--- src/rtl/shift_seq_ctrl.sv ---
// Multi-step shift/rotate sequencer around an external 1-bit shift unit.
// Captures operand, op and step count on start, iterates the external unit
// once per cycle, then registers result/cout/zero and pulses done.
//
// state | meaning
// IDLE  | waiting for start; operands captured on the accepting edge
// SHIFT | one single-bit step per cycle through the external unit
// DONE  | results valid, done pulsed for one cycle, back to IDLE
module shift_seq_ctrl #(
  parameter int WIDTH = 8,
  parameter int AMT_W = 3
) (
  input  logic             clk,
  input  logic             rst,
  input  logic             start,
  input  logic [WIDTH-1:0] A,
  input  logic [1:0]       op,
  input  logic [AMT_W-1:0] amt,
  output logic [WIDTH-1:0] sh_a,
  output logic             sh_s3,
  output logic             sh_s2,
  input  logic [WIDTH-1:0] sh_out,
  output logic             busy,
  output logic             done,
  output logic [WIDTH-1:0] result,
  output logic             cout,
  output logic             zero
);

  typedef enum logic [1:0] {
    IDLE  = 2'd0,
    SHIFT = 2'd1,
    DONE  = 2'd2
  } state_t;

  state_t state, state_nxt;

  logic [WIDTH-1:0] work;
  logic [1:0]       op_r;
  logic [AMT_W-1:0] cnt;
  logic             cout_r;
  logic [WIDTH-1:0] result_r;
  logic             cout_q;
  logic             zero_q;
  logic             step_bit;
  logic             accept;
  logic             last_step;

  // Bit leaving the work register this step: MSB for left ops, LSB for right ops.
  assign step_bit  = op_r[0] ? work[0] : work[WIDTH-1];
  assign accept    = (state == IDLE) && start;
  assign last_step = (state == SHIFT) && (cnt == AMT_W'(1));

  assign sh_a   = work;
  assign sh_s3  = op_r[1];
  assign sh_s2  = op_r[0];
  assign busy   = (state != IDLE);
  assign done   = (state == DONE);
  assign result = result_r;
  assign cout   = cout_q;
  assign zero   = zero_q;

  // State register.
  always_ff @(posedge clk or posedge rst) begin
    if (rst) state <= IDLE;
    else     state <= state_nxt;
  end

  // Next-state decode.
  always_comb begin
    state_nxt = state;
    case (state)
      IDLE: begin
        if (start) state_nxt = (amt == '0) ? DONE : SHIFT;
      end
      SHIFT: begin
        if (cnt == AMT_W'(1)) state_nxt = DONE;
      end
      DONE:    state_nxt = IDLE;
      default: state_nxt = IDLE;
    endcase
  end

  // Operand capture and per-step iteration through the external unit.
  always_ff @(posedge clk or posedge rst) begin
    if (rst) begin
      work   <= '0;
      op_r   <= '0;
      cnt    <= '0;
      cout_r <= 1'b0;
    end else if (accept) begin
      work   <= A;
      op_r   <= op;
      cnt    <= amt;
      cout_r <= 1'b0;
    end else if (state == SHIFT) begin
      work   <= sh_out;
      cnt    <= cnt - AMT_W'(1);
      cout_r <= step_bit;
    end
  end

  // Result registers, loaded only on the edge that enters DONE.
  always_ff @(posedge clk or posedge rst) begin
    if (rst) begin
      result_r <= '0;
      cout_q   <= 1'b0;
      zero_q   <= 1'b1;
    end else if (accept && (amt == '0)) begin
      result_r <= A;
      cout_q   <= 1'b0;
      zero_q   <= (A == '0);
    end else if (last_step) begin
      // The final step's value and out-bit are taken directly, since work and
      // cout_r only catch up on this same edge.
      result_r <= sh_out;
      cout_q   <= step_bit;
      zero_q   <= (sh_out == '0);
    end
  end

endmodule

--- config.mk ---
export PLATFORM = sky130hd
export DESIGN_NAME = shift_seq_ctrl
export DESIGN_NICKNAME = d
export VERILOG_FILES = /design/src/rtl/shift_seq_ctrl.sv
export SDC_FILE = /design/constraint.sdc
export NUM_CORES = 1
export LEC_CHECK = 0
export BUFFER_PORTS_ARGS = -buffer_cell sky130_fd_sc_hd__buf_2
export CORE_MARGIN = 10
export CORE_UTILIZATION = 35
export DETAILED_ROUTE_END_ITERATION = 8
export GPL_TIMING_DRIVEN = 0
export HOLD_SLACK_MARGIN = 0.06
export SYNTH_ARGS = -nofsm -noshare
export SYNTH_HDL_FRONTEND = slang
export SYNTH_SLANG_ARGS = --single-unit
--- constraint.sdc ---
create_clock -name clk -period 3.9 [get_ports clk]
set_input_delay 0 -clock clk [delete_from_list [all_inputs] [get_ports clk]]
set_output_delay 0 -clock clk [all_outputs]
set_load 0.01 [all_outputs]
==> results.md <==
- Post-Layout Inst Area: a little under 2000 um2
- Crit path buf inv count: 5
- Largest delay share family, worst path: buffers and inverters
- Floorplan core area: between 3000 and 4000 um2
- 1st-pass router iterations: 4
- Synth Warn #: 0
- Slew margin rel.: 35.17%
- Share of the yosys chip area belonging to registers: 45.88%
- Final hold vios: 0
- WL/cell: between 15 and 20 um
- Synth Area per Inst: around 9.8 um2
- Worst EP arrival: 2.87 ns
- GRT Residual Overflow: 0
- Status: finished, final reports clean
- # resized after CTS: 0
- Row count: 22
- CTS H-Tree Depth: 1
- Gr usage total: 13.36%
- IO Count: between 40 and 50
- CTS Sinks: 25
- Post-Place Worst Slack: 2.396 ns
- Die span in y: 82.48 um
- Max incr delay on CP: approximately 0.60 ns
- Post-Syn Area: around 1400 um2
- Via count: between 1000 and 1500
- Yosys reg bits: 25
- Syn_nets: between 150 and 200
- Post-synth top area cell: dfrtp_1
- Detailed Route WL: approximately 4300 um
- Number of buffers created by CTS: 3
- Share of cells above drive strength 1: between 30% and 40%
- CP max stage cell: dlygate4sd3_1
- Clock transition at path regs: ~0.1 ns
- # setup viols final: 0
- Final worst-path setup slack: 1.250 ns
- Post-synth EDFFs: 0
- # DRC: 0
- Minimum clock period: 2.650 ns
- Placed cell area: 1652 um2
- Layout net count: about 240
- Max Root-Sink Buffers: 2
- Most used DFF post-synth: dfrtp_1
- # diodes: 0
- Die ar.: between 6000 and 7000 um2
- Vias in the first global route: around 1500
- HPWL Detailed: about 3100 um
- Endpoint type of the worst setup path: flip-flop
- Worst Path Class, Setup: input pin to flip-flop
- Vias per std cell: roughly 5.4
- Crit path max fanout: 3
- Initial antenna violation count: 0
- IO buf count: 45
- Setup TNS Final: 0 ns
- Startpoint type of the worst setup path: input pin
- Worst-margin pin slew: between 0.9 and 1 ns
- Tcrit/Tclk final: approximately 68%
- Final Slew Violations: 0
- Max cap viols: 0
- GP Congestion: 0.8265
- Most used cell, CP: dlygate4sd3_1
- Root Buffer Master: clkbuf_8
- Total Power: roughly 1.3 mW
- Maximum number of pins on one net before global-route repair: 26
- WP data required: ~4.1 ns
- Clock latency at the later pin of the worst-skew pair: 0.27 ns
- Synth top area cells: dfrtp_1 44%, mux2i_1 6.6%, o21ai_0 6.6%, a22oi_1 6.0%, nor2b_1 6.0%
- Max Clock Skew: roughly 0.0037 ns
- Post-route ant nets: 0
- Core Util, Final: between 50% and 60%
- Drt initial violations: ~130
- Hold crit path type: input pin to flip-flop
- CTS tree: yes
- RSZ-0062 raised after global routing: no
- P per Cell Area: just under 700 nW/um2
- Share of the synthesized area in the top cell type: a little over two fifths
- Distinct cells, synth: 32
- Asr flop ratio synth: between 90% and 100%
- Peak VDD IR: 0.0003072 V
- Post-synthesis cell count: about 140
- Global-route wire length before repair: approximately 7300 um
- Initial Util: between 30% and 40%
- Fmax: 0.3773 GHz
- Syn-to-layout area delta: 41.30%
- Chain of cells forming the critical path: dlygate4sd3_1 -> buf_2 -> nor4_1 -> dlygate4sd3_1 -> nand3_1 -> dlygate4sd3_1 -> a22oi_1 -> dlygate4sd3_1
- Chip width: just over 80 um
- Leakage: 0.8670 nW
[per-layer routing]
metal	GRT usage, %	vias to the layer above	wire length [um]
met5	0	-	0
met2	22.01	51	2069
met1	17.46	696	1945
met4	2.211	0	19
met3	3.348	4	301
li1	-	649	-
[kinds of logic (layout without fill, tap and decap cells)]
family | after synthesis | after routing | synth area share [%]
AO/OA/AOI/OAI | 45 | 45 | 19.78
AND/OR/NAND/NOR | 40 | 40 | 18.68
flip-flops | 25 | 25 | 45.88
buffers and inverters | 16 | 88 | 5.586
multiplexers | 11 | 11 | 8.242
adder cells (fa/ha/maj) | 2 | 2 | 1.831
[flip-flops by register name (all words and copies together), names as in the netlist]
signal / flops
cout: 1
result: 8
zero: 1
state: 2
op_r: 2
sh_a: 8
cnt: 3
[per-stage QoR]
stage / std cells / hold slack, ns
2_1_floorplan: 139 / 0.02658
4_1_cts: 259 / 0.07153
3_5_place_dp: 232 / 0.2456
3_3_place_gp: 232 / 0.2326
6_report: 259 / 0.06730
5_1_grt: 259 / 0.1170
[cell usage after synthesis (3+ instances only)]
| library cell | n |
|---|---|
| dfrtp_1 | 24 |
| o21ai_0 | 18 |
| nor2b_1 | 13 |
| a22oi_1 | 11 |
| a21oi_1 | 9 |
| mux2i_1 | 9 |
| nand3_1 | 9 |
| inv_1 | 6 |
| buf_2 | 4 |
| nor4_1 | 4 |
| buf_4 | 3 |
| clkbuf_1 | 3 |
[cells in the final DEF (no fill, tap or decap), drive strengths merged]
cell type	netlist	final
buf	7	52
dfrtp	24	24
dlygate4sd3	0	23
o21ai	19	19
nor2b	13	13
a22oi	11	11
a21oi	9	9
mux2i	9	9
nand3	9	9
inv	6	6
clkbuf	3	6
nor4	4	4
nor2	2	2
nand2	2	2
nand2b	2	2
nor3	2	2
mux2	2	2
ha	2	2
or3	1	1
and4bb	1	1
nor3b	1	1
nand4bb	1	1
a211oi	1	1
nand3b	1	1
o211ai	1	1
o221ai	1	1
or2	1	1
o22ai	1	1
a221oi	1	1
a2bb2oi	1	1
clkinvlp	0	1
dfstp	1	1
[timing repair]
item                                   4_1_cts  5_1_grt
endpoints found under the hold margin       42        0
hold buffers                                23        0
buffers inserted                             0        0
[where the power goes]
part | switching (mW) | internal (mW) | leakage, nW | total, mW
Clock | 0.0897 | 0.0725 | 0.0217 | 0.162
Combinational | 0.362 | 0.318 | 0.544 | 0.680
Sequential | 0.0945 | 0.392 | 0.301 | 0.486
Total | 0.547 | 0.782 | 0.867 | 1.33
[final timing paths]
check                      slack, ns                start                     to  depth (start not counted)
setup / recovery                1.25            sh_out[5]       zero$_DFFE_PP1P_                          8
hold / removal                  0.07               amt[1]     cnt[1]$_DFFE_PP0P_                          3
setup reg to reg                1.35   cnt[1]$_DFFE_PP0P_       zero$_DFFE_PP1P_                          8
hold reg to reg                 0.52  op_r[1]$_DFFE_PP0N_    op_r[1]$_DFFE_PP0N_                          1
max in group asynchronous       2.83                  rst    sh_a[0]$_DFFE_PP0P_                          3
min in group asynchronous       0.48                  rst  result[1]$_DFFE_PP0P_                          3
[worst reg2reg max path: stages (launching register included)]
cell and delay (ns):
dfrtp_1 0.39, inv_1 0.10, ha_1 0.20, and4bb_2 0.23, buf_4 0.20, nand3_1 0.10, dlygate4sd3_1 0.56, a22oi_1 0.15
dlygate4sd3_1 0.57
[cell type report]
cell class / instances / area, um2
Fill cell: 350 / 1785
Multi-Input combinational cell: 98 / 663.1
Sequential cell: 25 / 626.9
Timing Repair Buffer: 68 / 455.4
Tap cell: 48 / 60.06
Buffer: 10 / 53.80
Clock buffer: 3 / 41.29
Inverter: 6 / 22.52
Clock inverter: 1 / 7.507
No activity file was read; power rests on OpenSTA's default activity.
